--- src/rtl/noc_traffic_gen_if.sv ---
// Local-port injection bundle between a traffic generator and its NoC node.
// The master presents a packet; the slave returns the local-port enable.
interface noc_traffic_gen_if #(
    parameter int DEST_W    = 4,
    parameter int SEQ_W     = 8,
    parameter int PAYLOAD_W = 16
) ();
    logic                 o_data_val;
    logic                 i_en;
    logic [DEST_W-1:0]    o_dest;
    logic [DEST_W-1:0]    o_src;
    logic [SEQ_W-1:0]     o_seq;
    logic [PAYLOAD_W-1:0] o_payload;

    modport master (
        output o_data_val,
        output o_dest,
        output o_src,
        output o_seq,
        output o_payload,
        input  i_en
    );

    modport slave (
        input  o_data_val,
        input  o_dest,
        input  o_src,
        input  o_seq,
        input  o_payload,
        output i_en
    );
endinterface

--- src/rtl/noc_traffic_gen.sv ---
// Per-node synthetic packet injector: LFSR destinations/payloads, sequence
// numbers, programmable inter-packet gap and a fixed packet count per run.
module noc_traffic_gen #(
    parameter int NODES      = 16,
    parameter int NODE_ID    = 0,
    parameter int SEQ_W      = 8,
    parameter int PAYLOAD_W  = 16,
    parameter int INJ_PERIOD = 64,
    parameter int MAX_PKTS   = 256
) (
    input  logic              clk,
    input  logic              reset_n,
    input  logic              i_start,
    noc_traffic_gen_if.master nif,
    output logic [15:0]       o_sent,
    output logic [15:0]       o_stall,
    output logic              o_done
);
    localparam int DEST_W = $clog2(NODES);
    localparam int GAP_W  = (INJ_PERIOD > 1) ? $clog2(INJ_PERIOD + 1) : 1;
    localparam logic [15:0]       SEED   = {8'hA5, 8'(NODE_ID)} | 16'h0001;
    localparam logic [DEST_W-1:0] SELF   = DEST_W'(NODE_ID);
    localparam logic [GAP_W-1:0]  GAP_LD = GAP_W'(INJ_PERIOD);
    localparam logic [15:0]       LAST   = 16'(MAX_PKTS);

    typedef enum logic [1:0] {
        IDLE,
        WAIT,
        SEND,
        DONE
    } state_t;

    state_t             state, state_nxt;
    logic [GAP_W-1:0]   gap, gap_nxt;
    logic [15:0]        lfsr, lfsr_nxt;
    logic [DEST_W-1:0]  dest;
    logic [SEQ_W-1:0]   seq;
    logic [15:0]        sent;
    logic [15:0]        stall;
    logic               val;
    logic               done;
    logic               clr;
    logic               xfer;

    function automatic logic [15:0] lfsr_step(input logic [15:0] l);
        return {l[14:0], l[15] ^ l[13] ^ l[12] ^ l[10]};
    endfunction

    // Bumping a self-hit to the next node keeps the map total and cheap.
    function automatic logic [DEST_W-1:0] pick_dest(input logic [15:0] l);
        logic [DEST_W-1:0] c;
        c = l[15 -: DEST_W];
        return (c == SELF) ? c + 1'b1 : c;
    endfunction

    assign lfsr_nxt = lfsr_step(lfsr);

    always_comb begin
        state_nxt = state;
        gap_nxt   = gap;
        clr       = 1'b0;
        xfer      = 1'b0;
        unique case (state)
            IDLE, DONE: begin
                if (i_start) begin
                    clr       = 1'b1;
                    gap_nxt   = GAP_LD;
                    state_nxt = (INJ_PERIOD == 0) ? SEND : WAIT;
                end
            end
            WAIT: begin
                if (gap <= GAP_W'(1)) begin
                    state_nxt = SEND;
                end else begin
                    gap_nxt = gap - 1'b1;
                end
            end
            SEND: begin
                if (nif.i_en) begin
                    xfer    = 1'b1;
                    gap_nxt = GAP_LD;
                    if (sent + 16'd1 == LAST) begin
                        state_nxt = DONE;
                    end else begin
                        state_nxt = (INJ_PERIOD == 0) ? SEND : WAIT;
                    end
                end
            end
            default: state_nxt = IDLE;
        endcase
    end

    always_ff @(posedge clk or negedge reset_n) begin
        if (!reset_n) begin
            state <= IDLE;
            gap   <= '0;
            lfsr  <= SEED;
            dest  <= pick_dest(SEED);
            seq   <= '0;
            sent  <= '0;
            stall <= '0;
            val   <= 1'b0;
            done  <= 1'b0;
        end else begin
            state <= state_nxt;
            gap   <= gap_nxt;
            val   <= (state_nxt == SEND);
            done  <= (state_nxt == DONE);
            if (clr) begin
                seq   <= '0;
                sent  <= '0;
                stall <= '0;
            end else if (xfer) begin
                seq  <= seq + 1'b1;
                sent <= sent + 16'd1;
                lfsr <= lfsr_nxt;
                dest <= pick_dest(lfsr_nxt);
            end
            if (state == SEND && !nif.i_en && stall != 16'hFFFF) begin
                stall <= stall + 16'd1;
            end
        end
    end

    assign nif.o_data_val = val;
    assign nif.o_dest     = dest;
    assign nif.o_src      = SELF;
    assign nif.o_seq      = seq;
    assign nif.o_payload  = lfsr[PAYLOAD_W-1:0];
    assign o_sent         = sent;
    assign o_stall        = stall;
    assign o_done         = done;
endmodule

--- src/flat_wrapper.sv ---
// flat-port wrapper written by rule: the top's interface ports become plain ports
module noc_traffic_gen_flat 
#(
    parameter int NODES      = 16,
    parameter int NODE_ID    = 0,
    parameter int SEQ_W      = 8,
    parameter int PAYLOAD_W  = 16,
    parameter int INJ_PERIOD = 64,
    parameter int MAX_PKTS   = 256
)
  (clk, reset_n, i_start, o_sent, o_stall, o_done, nif_o_data_val, nif_o_dest, nif_o_src, nif_o_seq, nif_o_payload, nif_i_en);
  noc_traffic_gen_if #(.DEST_W(4), .SEQ_W(SEQ_W), .PAYLOAD_W(PAYLOAD_W)) nif_i ();
  input  logic clk;
  input  logic reset_n;
  input  logic i_start;
  output logic [15:0] o_sent;
  output logic [15:0] o_stall;
  output logic o_done;
  output wire logic [$bits(nif_i.o_data_val)-1:0] nif_o_data_val;
  output wire logic [$bits(nif_i.o_dest)-1:0] nif_o_dest;
  output wire logic [$bits(nif_i.o_src)-1:0] nif_o_src;
  output wire logic [$bits(nif_i.o_seq)-1:0] nif_o_seq;
  output wire logic [$bits(nif_i.o_payload)-1:0] nif_o_payload;
  input wire logic [$bits(nif_i.i_en)-1:0] nif_i_en;
  assign nif_o_data_val = nif_i.o_data_val;
  assign nif_o_dest = nif_i.o_dest;
  assign nif_o_src = nif_i.o_src;
  assign nif_o_seq = nif_i.o_seq;
  assign nif_o_payload = nif_i.o_payload;
  assign nif_i.i_en = nif_i_en;
  noc_traffic_gen #(.NODES(NODES), .NODE_ID(NODE_ID), .SEQ_W(SEQ_W), .PAYLOAD_W(PAYLOAD_W), .INJ_PERIOD(INJ_PERIOD), .MAX_PKTS(MAX_PKTS)) u_core (.clk(clk), .reset_n(reset_n), .i_start(i_start), .nif(nif_i), .o_sent(o_sent), .o_stall(o_stall), .o_done(o_done));
endmodule
--- config.mk ---
export PLATFORM = sky130hd
export DESIGN_NAME = noc_traffic_gen_flat
export DESIGN_NICKNAME = d
export VERILOG_FILES = /design/src/rtl/noc_traffic_gen_if.sv /design/src/rtl/noc_traffic_gen.sv /design/src/flat_wrapper.sv
export SDC_FILE = /design/constraint.sdc
export NUM_CORES = 1
export LEC_CHECK = 0
export CORE_MARGIN = 2
export CORE_UTILIZATION = 25
export CTS_BUF_LIST = sky130_fd_sc_hd__clkbuf_4
export CTS_CLUSTER_SIZE = 28
export DETAILED_ROUTE_END_ITERATION = 6
export PLACE_DENSITY_LB_ADDON = 0.05
export RECOVER_POWER = 25
export SYNTH_ARGS = -nofsm -noshare
export SYNTH_HDL_FRONTEND = slang
export SYNTH_SLANG_ARGS = --single-unit
--- constraint.sdc ---
create_clock -name clk -period 2.1 [get_ports clk]
set_clock_uncertainty 0.2 [all_clocks]
set_input_delay 0.42 -clock clk [delete_from_list [all_inputs] [get_ports clk]]
set_output_delay 0.42 -clock clk [all_outputs]
set_load 0.005 [all_outputs]
== Yosys cells after proc, flatten, opt, wreduce, memory -nomap -nowiden ==
Index checks and enable logic that the tools add are counted.
W data, S select, Z words.

* Bits in registers: 71
* Latch bits: 0
* Memory bits (writable): 0
* ROM bits: 0
* Logic and storage cells: 59
* Memories: 0

* Add/sub/neg operators: 5
* Multipliers: 0
* Divide/modulo/power cells: 0
* Order comparisons: 1
* Equality and inequality tests: 10
* Shifts and indexed selects: 0
* Muxes and demuxes: 20
* Bitwise logic cells: 4
* Reductions and logical operators: 10

{| class="wikitable"
|+ Operators by type and width
! kind !! number
|-
| $mux W16 || 4
|-
| $add A16 B1 Y16 const B || 2
|-
| $mux W7 || 3
|-
| $pmux W7 S3 || 1
|-
| $eq A16 B9 Y1 const B || 1
|-
| $mux W8 || 2
|-
| $ne A16 B16 Y1 const B || 1
|-
| $add A8 B1 Y8 const B || 1
|-
| $eq A2 B2 Y1 const B || 4
|-
| $mux W2 || 4
|-
| $le A7 B1 Y1 const B || 1
|-
| $sub A7 B1 Y7 const B || 1
|-
| $ne A2 B2 Y1 const B || 3
|-
| $pmux W2 S3 || 1
|-
| $add A4 B1 Y4 const B || 1
|-
| $logic_not A4 Y1 || 1
|-
| $mux W1 || 4
|-
| $mux W4 || 1
|-
| $reduce_bool A2 Y1 || 2
|-
| $reduce_and A3 Y1 || 1
|-
| $xor A1 B1 Y1 || 3
|-
| $eq A2 B1 Y1 const B || 1
|-
| $logic_and A1 B1 Y1 || 2
|-
| $logic_not A2 Y1 || 1
|-
| 4 further kinds || 4
|}

== Logic depth before layout (Yosys ltp) ==
* Depth in word-level cells: 6
* Mapped depth: 9
* Mapped depth without buffers: 8

== Worst setup path before layout ==
OpenSTA, ideal clock, no wires.

* Path type: reg2reg
* From: register u_core.state[0]
* To: register u_core.lfsr[6] (netlist: u_core.nif.o_payload[6])
* Arrival: 1.765 ns
* Required time: 1.775 ns
* Slack: 0.011 ns
* Cell stages (with the launch flop): 7
* Clock period less this slack: 2.089 ns
* Path through: dfrtp_1 -> inv_1 -> ha_1 -> and2_1 -> nor2_2 -> buf_2 -> mux2_2

* Longest elaborated chain between the ends: 5

{| class="wikitable"
|+ RTL lines
! element !! RTL line !! text
|-
| start, declared || noc_traffic_gen.sv:33 || <nowiki>state_t state, state_nxt;</nowiki>
|-
| start signal, assigned || noc_traffic_gen.sv:105 || <nowiki>state <= state_nxt;</nowiki>
|-
| $eq A2 B2 Y1 or $logic_not A2 Y1 (tied branches) || noc_traffic_gen.sv:63 || <nowiki>unique case (state)</nowiki>
|-
| $reduce_or A2 Y1 || noc_traffic_gen.sv:63 ||
|-
| $mux W1 || noc_traffic_gen.sv:63 ||
|-
| $not A1 Y1 (no source line) || n/a ||
|-
| $reduce_and A2 Y1 (no source line) (*) || n/a ||
|-
| end signal, assigned || noc_traffic_gen.sv:116 || <nowiki>lfsr <= lfsr_nxt;</nowiki>
|-
| end, declared || noc_traffic_gen.sv:35 || <nowiki>logic [15:0] lfsr, lfsr_nxt;</nowiki>
|}

Every way passes the cells marked *; elsewhere a longest branch is shown, timed or not.
A chain may end at the register's enable or synchronous reset.

== Worst setup path after layout ==
* From: register u_core.stall[14] (netlist: u_core.o_stall[14])
* To: output port o_stall[14]

{| class="wikitable"
|+ RTL lines
! element !! RTL line !! text
|-
| start, declared || noc_traffic_gen.sv:39 || <nowiki>logic [15:0] stall;</nowiki>
|-
| start signal, assigned || noc_traffic_gen.sv:120 || <nowiki>stall <= stall + 16'd1;</nowiki>
|-
| end, declared || flat_wrapper.sv:17 || <nowiki>output logic [15:0] o_stall;</nowiki>
|}

No word-level cell between the ends.

==> results.txt <==
antenna viol nets, final: 0
async set-or-reset flop fraction in the synthesized netlist: 100%
Crit. End Element: output pin
endpoint required time on the critical path: 1.48 ns
root buf cell: sky130_fd_sc_hd__clkbuf_4
part of the total power dissipated in combinational logic: 35.4%
Core Area: 0.0153 mm^2
Seq/Total Area, Yosys: 45.4%
area of the mapped netlist: 0.00393 mm^2
critical path buffer and inverter count: 1
Inserted Clock Buffers: 9
Fin Hold WS: 0.306 ns
classification of the worst-slack hold path: flop to flop
area share of the largest cell type after synthesis: 40.8%
count of warnings emitted by yosys: 0
crit share post-route: 95.9%
final hold violations: 0
Placed Cells: 703
number of synthesized flops with an enable pin: 0
minimum setup slack after placement: -0.193 ns
number of port buffers: 65
run status: finished clean
ratio of routed vias to standard cells: 4.37
cell family with most CP delay: buffers and inverters
die area: 0.0167 mm^2
pin count of the biggest net entering global routing: 72
Most used DFF post-synth: sky130_fd_sc_hd__dfrtp_1
peak clock frequency supported by timing: 496 MHz
transition at the pin with the smallest max-transition slack: 1.04 ns
die width: 129 um
H-Tree Level Count: 3
Leak Pwr: 0.00269 uW
Num Clock Sinks: 71
global route overflow: 0
Ports: 70
wire per inst: 13.2 um
library cell with the highest instance count after synthesis: sky130_fd_sc_hd__dfrtp_1
Final GP Congestion: 0.759
ranking of synthesized cells by area: sky130_fd_sc_hd__dfrtp_1 (41%), sky130_fd_sc_hd__dfstp_2 (4.7%), sky130_fd_sc_hd__xnor2_1 (4.5%)
Critical Path Fanout Max: 4
via count of the first global-routing pass: 3346
worst voltage drop across the vdd grid: 0.352 mV
wire length of the first global-routing pass: 17100 um
sequential cell fraction of total power: 38.9%
aggregate negative setup slack: 0 ns
category of the worst setup path launch point: flop
area overhead of the layout relative to synthesis: 44.2%
proportion of total power due to net switching: 31.9%
worst reg2reg startpoint: u_core.o_stall[1]$_DFFE_PN0P_
clock tree from TritonCTS: done
flip-flop and latch count after synthesis: 71
Post-Syn Area per Cell: 9.68 um^2
initial antenna violation count: 1
HPWL Detailed: 6850 um
GRT Util Overall: 13.1%
vias after detailed routing: 3362
Pre-antenna DRT Iters: 4
count of routing violations after the opening detailed-route iteration: 176
instance count of the mapped netlist: 406
final routed wirelength across all metal layers: 10200 um
commonest cells in the synthesized netlist: sky130_fd_sc_hd__dfrtp_1 (64), sky130_fd_sc_hd__nor2_1 (45), sky130_fd_sc_hd__nand2_1 (35)
WS Path Type: flop to output pin
clk_lat worst skew: 0.45 ns
clock-pin slew on the worst setup and hold paths: 0.12 ns
Final WS setup: 0.0857 ns
Cell variety after synth: 54
total of endpoints with negative setup slack in the final report: 0
total number of placement rows: 45
Final #Nets: 565
sw power: 1420 uW
fin. max-slew vios: 0
Longest Clk Path Bufs: 2
post-route minimum period: 2.01 ns
count of max-cap constraint violations: 0
initial core utilization: 25.7%
PD cells: 784 mW/mm^2
Die Height: 129 um
cell breakdown of the critical path: clkdlybuf4s50_1
share of layout cells above drive strength 1: 30.6%
standard cell with the maximum stage delay on the critical path: sky130_fd_sc_hd__clkdlybuf4s50_1
arrival time worst endpoint: 1.39 ns
Relative slew margins: 30.8%
register-to-register setup slack: 0.11 ns
final cell count without fillers: 769
Synth area leader: sky130_fd_sc_hd__dfrtp_1
part of the total power dissipated in the clock network: 25.7%
start point of the worst hold path: u_core.nif.o_dest[3]$_DFFE_PN1P_
residual DRC count: 0
largest incremental delay on the critical path: 0.52 ns
Power Internal: 3020 uW
worst setup path start: u_core.o_stall[14]$_DFFE_PN0P_
==> routing by layer <==
layer,GRT usage (%),share of wire [%],up-vias
met5,0,0,-
met4,5.95,2.3,0
met3,2.64,3.6,15
met2,20.4,46,53
met1,17.7,48,1622
li1,-,-,1672
==> power groups by stage <==
stage               Clock, uW  Combinational, uW  Sequential [uW]
floorplan                   0                849             1770
global placement            0               1420             1810
detailed placement          0               1420             1810
CTS                      1200               1500             1750
global route             1260               1780             1760
finish                   1140               1570             1730
==> flip-flops by register name, summed over array words and instances (netlist names) <==
register	flops
u_core.nif.o_seq	8
u_core.o_done	1
u_core.o_sent	16
u_core.nif.o_payload	16
u_core.nif.o_data_val	1
u_core.o_stall	16
u_core.gap	7
u_core.nif.o_dest	4
u_core.state	2
==> worst reg2reg max path, cell delays in order, from the launching register on <==
cell and delay, ns:
sky130_fd_sc_hd__dfrtp_1 0.38, sky130_fd_sc_hd__ha_2 0.19, sky130_fd_sc_hd__and3_4 0.21, sky130_fd_sc_hd__nand4_4 0.12, sky130_fd_sc_hd__o31ai_4 0.23, sky130_fd_sc_hd__buf_6 0.16
sky130_fd_sc_hd__buf_4 0.13, sky130_fd_sc_hd__nor2b_1 0.04, sky130_fd_sc_hd__o21ai_0 0.13, sky130_fd_sc_hd__o31ai_1 0.09
==> layout by cell type, fill, tap and decap left out, types with 6 or more instances in the layout <==
cell type / count
sky130_fd_sc_hd__dfrtp_2: 13
sky130_fd_sc_hd__nand3_1: 16
sky130_fd_sc_hd__a21oi_1: 13
sky130_fd_sc_hd__o31ai_1: 9
sky130_fd_sc_hd__inv_1: 11
sky130_fd_sc_hd__dlymetal6s2s_1: 6
sky130_fd_sc_hd__ha_1: 7
sky130_fd_sc_hd__clkbuf_4: 10
sky130_fd_sc_hd__nor2_1: 45
sky130_fd_sc_hd__xor2_1: 19
sky130_fd_sc_hd__nand2_1: 35
sky130_fd_sc_hd__dfstp_2: 7
sky130_fd_sc_hd__nand4_1: 10
sky130_fd_sc_hd__and2_1: 7
sky130_fd_sc_hd__dlygate4sd2_1: 20
sky130_fd_sc_hd__o21ai_1: 11
sky130_fd_sc_hd__dfrtp_1: 51
sky130_fd_sc_hd__mux2_2: 11
sky130_fd_sc_hd__o21ai_0: 21
sky130_fd_sc_hd__xnor2_1: 20
sky130_fd_sc_hd__nor3_1: 8
sky130_fd_sc_hd__buf_4: 94
sky130_fd_sc_hd__clkdlybuf4s50_1: 38
==> timing repair <==
item | CTS | global route
setup buffers | 30 | 18
pin swaps | 1 | 2
hold endpoints to repair | 64 | 0
gates resized for setup | 35 | 23
hold buffers | 1 | 0
setup endpoints to repair | 50 | 25
==> cell families after synthesis <==
kind of cell | Yosys count | share of synthesized area (%)
AOI/OAI and AO/OA | 71 | 11.0
adders and majority gates | 10 | 3.18
buffers and inverters | 48 | 7.29
muxes | 13 | 3.66
other | 1 | 0.0954
and+or+nand+nor | 153 | 20.6
DFF | 71 | 45.4
xor gates and xnor gates | 39 | 8.69
==> worst paths after layout <==
path	to	cells past startpoint
worst min register to register	u_core.nif.o_dest[3]$_DFFE_PN1P_	2
worst min-delay path	u_core.nif.o_dest[3]$_DFFE_PN1P_	2
worst max-delay path	o_stall[14]	1
max in group asynchronous	u_core.o_sent[6]$_DFFE_PN0P_	3
worst max register to register	u_core.o_stall[3]$_DFFE_PN0P_	9
min in group asynchronous	u_core.o_stall[7]$_DFFE_PN0P_	3
==> per-stage QoR <==
stage | util, % | area [um^2] | power, uW
floorplan | - | 3940 | 2620
global placement | 33.0 | 5040 | 3230
detailed placement | 33.0 | 5040 | 3220
CTS | 35.8 | 5460 | 4440
global route | 37.1 | 5670 | 4800
finish | 37.1 | 5670 | 4440
==> final cells by class <==
class | instances | area, um^2
sequential | 71 | 1800
multi-input combinational | 290 | 1920
tap | 211 | 264
inverter | 11 | 41.3
clock buffer | 9 | 67.6
timing repair buffer | 168 | 1460
antenna | 2 | 5.00
fill | 1582 | 9590
clock inverter | 7 | 111
Note: power is estimated with default switching activity, not from simulation.
